==> src/rtl/note_glyph_renderer.sv <==
// note_glyph_renderer: draws a string of bitmap glyphs or clears the whole frame, one pixel per clock
//   clk, reset (async, active-high)         clock and reset
//   start, mode                             request pulse; mode 0 = draw glyph string, 1 = clear screen
//   glyphs, x, y, fg_colour, bg_colour      request operands, latched when start is accepted in IDLE
//   x_out, y_out, colour, writeEn           registered pixel write port
//   busy, done                              busy outside IDLE; done pulses once when a request completes
//   GLYPH_BG_FILL_EN                        when defined, clear glyph bits are written in bg_colour
module note_glyph_renderer #(
  parameter int GLYPH_W = 12,
  parameter int GLYPH_H = 12,
  parameter int NUM_GLYPHS = 3,
  parameter int GLYPH_GAP = 0,
  parameter int SCREEN_W = 160,
  parameter int SCREEN_H = 120,
  parameter int X_W = 8,
  parameter int Y_W = 7
) (
  input  logic                                  clk,
  input  logic                                  reset,
  input  logic                                  start,
  input  logic                                  mode,
  input  logic [NUM_GLYPHS*GLYPH_W*GLYPH_H-1:0] glyphs,
  input  logic [X_W-1:0]                        x,
  input  logic [Y_W-1:0]                        y,
  input  logic [2:0]                            fg_colour,
  input  logic [2:0]                            bg_colour,
  output logic [X_W-1:0]                        x_out,
  output logic [Y_W-1:0]                        y_out,
  output logic [2:0]                            colour,
  output logic                                  writeEn,
  output logic                                  busy,
  output logic                                  done
);
  localparam int TOTAL = NUM_GLYPHS * GLYPH_W * GLYPH_H;
  localparam int PW = $clog2(TOTAL + 1);
  localparam logic [X_W:0] SW = (X_W + 1)'(SCREEN_W);
  localparam logic [Y_W:0] SH = (Y_W + 1)'(SCREEN_H);
  localparam logic [X_W:0] STEP = (X_W + 1)'(GLYPH_W + GLYPH_GAP);
`ifdef GLYPH_BG_FILL_EN
  localparam logic FILL = 1'b1;
`else
  localparam logic FILL = 1'b0;
`endif
  typedef enum logic [1:0] {IDLE, DRAW, CLEAR, FINISH} state_t;
  state_t state, state_n;
  logic [TOTAL-1:0] bits;
  logic [X_W-1:0] x0, cx;
  logic [Y_W-1:0] y0, cy;
  logic [2:0] fg, bg;
  logic [X_W:0] gx, wx;
  logic [Y_W:0] wy;
  logic [PW-1:0] p;
  logic in_screen, last_gc, last_gr, last_draw, last_sc, last_sr;
  always_comb begin
    wx = {1'b0, x0} + gx + {1'b0, cx};
    wy = {1'b0, y0} + {1'b0, cy};
    in_screen = (wx < SW) && (wy < SH);
    last_gc = cx == X_W'(GLYPH_W - 1);
    last_gr = cy == Y_W'(GLYPH_H - 1);
    last_draw = p == PW'(TOTAL - 1);
    last_sc = cx == X_W'(SCREEN_W - 1);
    last_sr = cy == Y_W'(SCREEN_H - 1);
    state_n = state == IDLE   ? (start ? (mode ? CLEAR : DRAW) : IDLE) :
              state == DRAW   ? (last_draw ? FINISH : DRAW) :
              state == CLEAR  ? (last_sc && last_sr ? FINISH : CLEAR) : IDLE;
    busy = state != IDLE;
  end
  always_ff @(posedge clk or posedge reset) begin
    if (reset) begin
      state <= IDLE;
      bits <= '0;
      x0 <= '0;
      y0 <= '0;
      fg <= '0;
      bg <= '0;
      gx <= '0;
      cx <= '0;
      cy <= '0;
      p <= '0;
      x_out <= '0;
      y_out <= '0;
      colour <= '0;
      writeEn <= 1'b0;
      done <= 1'b0;
    end else begin
      state <= state_n;
      done <= state == FINISH;
      writeEn <= 1'b0;
      if (state == IDLE && start) begin
        bits <= glyphs;
        x0 <= x;
        y0 <= y;
        fg <= fg_colour;
        bg <= bg_colour;
        gx <= '0;
        cx <= '0;
        cy <= '0;
        p <= '0;
      end
      // the bitmap shifts left each pixel so the current glyph bit is always the MSB
      if (state == DRAW) begin
        x_out <= wx[X_W-1:0];
        y_out <= wy[Y_W-1:0];
        colour <= bits[TOTAL-1] ? fg : bg;
        writeEn <= in_screen && (bits[TOTAL-1] || FILL);
        bits <= bits << 1;
        p <= p + 1'b1;
        cx <= last_gc ? '0 : cx + 1'b1;
        cy <= last_gc ? (last_gr ? '0 : cy + 1'b1) : cy;
        gx <= (last_gc && last_gr) ? gx + STEP : gx;
      end
      if (state == CLEAR) begin
        x_out <= cx;
        y_out <= cy;
        colour <= bg;
        writeEn <= 1'b1;
        cx <= last_sc ? '0 : cx + 1'b1;
        cy <= last_sc ? (last_sr ? '0 : cy + 1'b1) : cy;
      end
    end
  end
endmodule

==> config.mk <==
export PLATFORM = sky130hd
export DESIGN_NAME = note_glyph_renderer
export DESIGN_NICKNAME = d
export VERILOG_FILES = /design/src/rtl/note_glyph_renderer.sv
export SDC_FILE = /design/constraint.sdc
export NUM_CORES = 2
export LEC_CHECK = 0
export CAP_MARGIN = 10
export CORE_AREA = 5 5 289 291
export DETAILED_ROUTE_END_ITERATION = 10
export DIE_AREA = 0 0 294 296
export PLACE_DENSITY = 0.56
export SETUP_SLACK_MARGIN = 0.5
export SYNTH_ARGS = -nofsm -noshare
export SYNTH_HDL_FRONTEND = slang
export SYNTH_SLANG_ARGS = --single-unit
==> constraint.sdc <==
create_clock -name clk -period 19.15 [get_ports clk]
set_input_delay 3.83 -clock clk [delete_from_list [all_inputs] [get_ports clk]]
set_output_delay 3.83 -clock clk [all_outputs]
set_load 0.03 [all_outputs]
Word-level counts from Yosys, hierarchy flattened. Index checks and enable logic that the tools add are counted.

Mux-type cells: 34. Reductions and logical operators: 12. Order comparisons: 2. Equality and inequality tests: 11. $add $sub $neg: 7.

Operators with widths (number): $mux W432 (2); $mux W7 (9); $mux W8 (7); $mux W9 (4); $mux W2 (6); $add A8 B9 Y9 (1); $add A9 B1 Y9 const B (1); $add A9 B4 Y9 const B (1); $add A9 B8 Y9 (1); $eq A9 B9 Y1 const B (1); $lt A9 B8 Y1 const B (1); $mux W3 (3); $add A7 B7 Y8 (1); $add A8 B1 Y8 const B (1); $eq A8 B4 Y1 const B (1); $eq A8 B8 Y1 const B (1); $lt A8 B7 Y1 const B (1); $add A7 B1 Y7 const B (1); $eq A7 B4 Y1 const B (1); $eq A7 B7 Y1 const B (1); $reduce_bool A2 Y1 (3); $logic_and A1 B1 Y1 (5); $eq A2 B2 Y1 const B (2); $mux W1 (3); 8 further kinds (8).

Output and inout bits: 21. Bits of input ports: 457. Register bits: 508. Word-level logic and storage cells: 81.

Logic depth before layout (Yosys ltp).
Word-level depth: 7. Gate-level depth with buffers: 10. Mapped depth without buffers: 8.

Least setup slack after synthesis. No wires, ideal clock.

Path type: in2reg. From: input start. To: register bits[83]. Required time: 19015 ps. Cell stages on the path: 7. Arrival time: 4895 ps. Path buffers: 4. Setup slack: 14120 ps. Path through: and2_1 > buf_2 > buf_2 > buf_4 > buf_2 > mux2i_1 > o21ai_0.

Cells in the longest elaborated chain, start to end: 2.

Ends and longest elaborated chain: from (decl) (line 20) `input logic start,`; $logic_and A1 B1 Y1 (line 89) `if (state == IDLE && start) begin`; $reduce_bool A2 Y1 (no source line); to (signal assigned) (line 90) `bits <= glyphs;`; to (signal assigned) (line 106) `bits <= bits << 1;`; to (decl) (line 46) `logic [TOTAL-1:0] bits;`.

Every way passes these cells. A chain may end at the register's enable or synchronous reset.

Worst setup path after layout.
From: input start. To: register bits[303].

The elaborated chain is that of the path after synthesis.

==> results.yml <==
timing:
  fin_ws_ns: 11.76
  drv_slew: 0
  rsz0062_at_grt: "false"
  fmax_mhz: 135
  tightest_slew_ns: 1.11
  fin_crit_sh: 0.386
  setup_viol: 0
  hold_violations: 0
  slew_headroom: 0.259
  fin_hold_ws_ns: 0.474
  finalSetupTns_ns: 0
  min_period_ns: 7.39
  fin_skew_ns: 0.0120
setup_path:
  path_class: "input pin to flip-flop"
  r2r_cells: 8
  slowest_stage: "buf_4"
  slowest_delay_ns: 0.85
  worstPathArrival_ns: 7.82
  crit_buf_inv: 4
  crit_chain: "clkdlybuf4s50_1, and2_4, buf_4, buf_4, buf_4, mux2i_1, o21ai_0"
  crit_family: "buffers and inverters"
  path_common_cell: "buf_4"
  worstSetupStartpointType: "input pin"
  critPathCaptureType: "flip-flop"
  crit_required_ns: 19.58
  crit_path_max_fanout: 55
  path_depth: 7
synth:
  synth_area_um2: 23900
  synth_top_cell_by_area: "dfrtp_1"
  synth.distinct_cells: 64
  seq_area_frac_synth: 0.529
  async_flop_share: 1.00
  syn_area_per_cell_um2: 10.2
  synth_area_leaders: "dfrtp_1 (53%), mux2i_1 (18%), o21ai_0 (9.7%)"
  synth_edf_count: 0
  synth_fp_nets: 2842
  ys.warnings.count: 0
  ys.flop_type: "dfrtp_1"
  yosysTopAreaCellShare: 0.529
  ys_ff_latch: 506
  netlist_instances: 2353
floorplan:
  initial_core_util: 0.298
  die-width_um: 294
  die_height_um: 296
  io_pins: 478
  die-area_um2: 87000
  core_um2: 80300
  rows: 104
finish:
  finalNetCount: 3236
  fin_area_um2: 31600
  layout-drive-gt1-share: 0.0484
  syn_to_final_growth_pct: 31.9
pwr:
  max-vdd-ir-drop_uv: 63.9
  powerDensity_nw_per_um2: 73.6
  clkPwrFrac: 0.487
  switching_share: 0.211
  leakage_uw: 0.0136
  pwr-share-comb: 0.052
  p_sw_uw: 490
  pwr-share-seq: 0.460
  p_int_uw: 1830
global_route:
  grt_max_degree: 271
  grt_pass1_vias: 18800
  track_usage: 0.149
  overflow: 0
  antenna_found_initial: 28
  grt_pass1_wl_um: 106000
clock_network:
  ctsHtreeMaxLevel: 2
  cts_made_buffers: 60
  root_buffer: "clkbuf_16"
  cts-hold-fix-buffers: 0
  cts_tree: "built"
  insertion_delay_ns: 0.61
  post_cts_buffers: 0
  clk_pin_slew_worst_paths_ns: 0.06
  cts_resized: 0
  cts_sinks: 506
  clk_path_buf_depth: 3
detailed_routing:
  dr.pass1.iters: 5
  wl_um: 67100
  antenna_left: 0
  drt_iter0_drc: 1081
  vias_per_cell: 4.70
  wl_per_cell_um: 17.3
  drc: 0
  vias: 18200
min_path:
  min-delay-path-class: "flip-flop to flip-flop"
  holdPathStages: 2
place:
  io_buffer_count: 477
  gp_congestion: 0.827
  dp_hpwl_um: 47900
  place_ws_ns: 11.10
  dpl-instance-area_um2: 29500
outcome:
  status: "completed"
flow_run:
  max-cap-violations: 0
power groups by stage:
stage / logic (uW) / clock network (uW) / registers (uW)
2_1_floorplan: 17.6 / 0 / 1090
3_3_place_gp: 123 / 0 / 1090
3_5_place_dp: 124 / 0 / 1090
4_1_cts: 125 / 1180 / 1070
5_1_grt: 132 / 1220 / 1070
6_report: 122 / 1130 / 1070
layout make-up:
type | count | area (um2)
well taps | 1060 | 1330
inverters | 17 | 71.3
clock inverters | 13 | 109
multi-input cells | 1664 | 10500
fillers | 7746 | 48700
diodes | 18 | 45.0
repair buffers | 498 | 4960
flip-flops and latches | 506 | 12700
clock buffers | 94 | 1880
metal layers:
| layer | part of all wire | wire length (um) | vias to the layer above | global-route usage |
|---|---|---|---|---|
| met3 | 0.056 | 3760 | 98 | 0.0395 |
| met2 | 0.52 | 34600 | 353 | 0.260 |
| met4 | 0.021 | 1410 | 20 | 0.0481 |
| met1 | 0.41 | 27200 | 8739 | 0.180 |
| li1 | - | - | 8972 | - |
| met5 | 0.0021 | 142 | - | 0 |
cell usage in the layout (no fill, tap or decap), drive strengths merged, types with 9 or more instances in the layout:
cell type and count:
mux2i 442, dfrtp 506, nand3 19, nand4 12, buf 21, a21oi 22, nor3 9, clkbuf 94
diode 18, nor2 25, nand2 527, clkdlybuf4s50 477, o21ai 467, a211oi 9, ha 24, inv 19
final timing paths:
kind / start / end / slack (ns)
setup / recovery: start / bits[303] / 11.76
hold / removal: bits[93] / bits[94] / 0.47
setup reg to reg: state[0] / bits[303] / 14.69
hold reg to reg: bits[93] / bits[94] / 0.47
max in group asynchronous: reset / x_out[7] / 13.13
min in group asynchronous: reset / bits[317] / 3.78
through the flow:
| step | util | std cells | power, uW |
|---|---|---|---|
| after global placement | 0.368 | 3745 | 1210 |
| after detailed placement | 0.368 | 3745 | 1210 |
| final | 0.393 | 3870 | 2320 |
| after floorplan | - | 2353 | 1110 |
| after CTS | 0.393 | 3852 | 2370 |
| after global routing | 0.393 | 3866 | 2420 |
cells in the mapped netlist (3+ instances only):
library cell and number:
o31ai_1 8, nand2_1 527, and2_1 3, buf_1 13, inv_1 17, nor3b_1 5, o21a_1 5, a31oi_1 5
nor2b_1 3, fa_1 8, a211oi_1 9, xnor2_1 3, mux2i_1 442, dfrtp_1 506, nand2b_1 6, nor2_1 25
nand4_1 11, a2111oi_0 3, buf_2 52, o21ai_1 3, nand3_1 19, xor2_1 5, a21o_1 5, a211o_1 4
ha_1 24, and3_1 6, a21oi_1 22, o21ai_0 463, clkbuf_1 99, o22ai_1 4, nor3_1 9
cell families (layout without fill, tap and decap cells):
kind of cell    count (synthesis)  count (layout)  share of synthesized area
simple gates                  631             631                      0.108
xor+xnor                        8               8                    0.00293
buf+inv                       183             622                     0.0319
flops                         506             506                      0.529
other cells                     0              18                          0
compound gates                549             549                      0.123
fa+ha+maj                      32              32                     0.0192
mux                           444             444                      0.186
flip-flops by register name (all words and copies together) (netlist names):
name	count
bg	3
bits	432
colour	3
cx	8
cy	7
done	1
fg	3
gx	7
p	9
state	2
writeEn	1
x0	8
x_out	8
y0	7
y_out	7
worst reg2reg max path, stage by stage, from the launching register on:
cell     delay (ns)
dfrtp_1        0.42
inv_1          0.11
ha_1           0.25
and2_4         0.60
buf_4          0.72
buf_4          0.95
buf_4          0.79
mux2i_1        0.34
o21ai_0        0.11
Note: power is estimated with default switching activity, not from simulation.
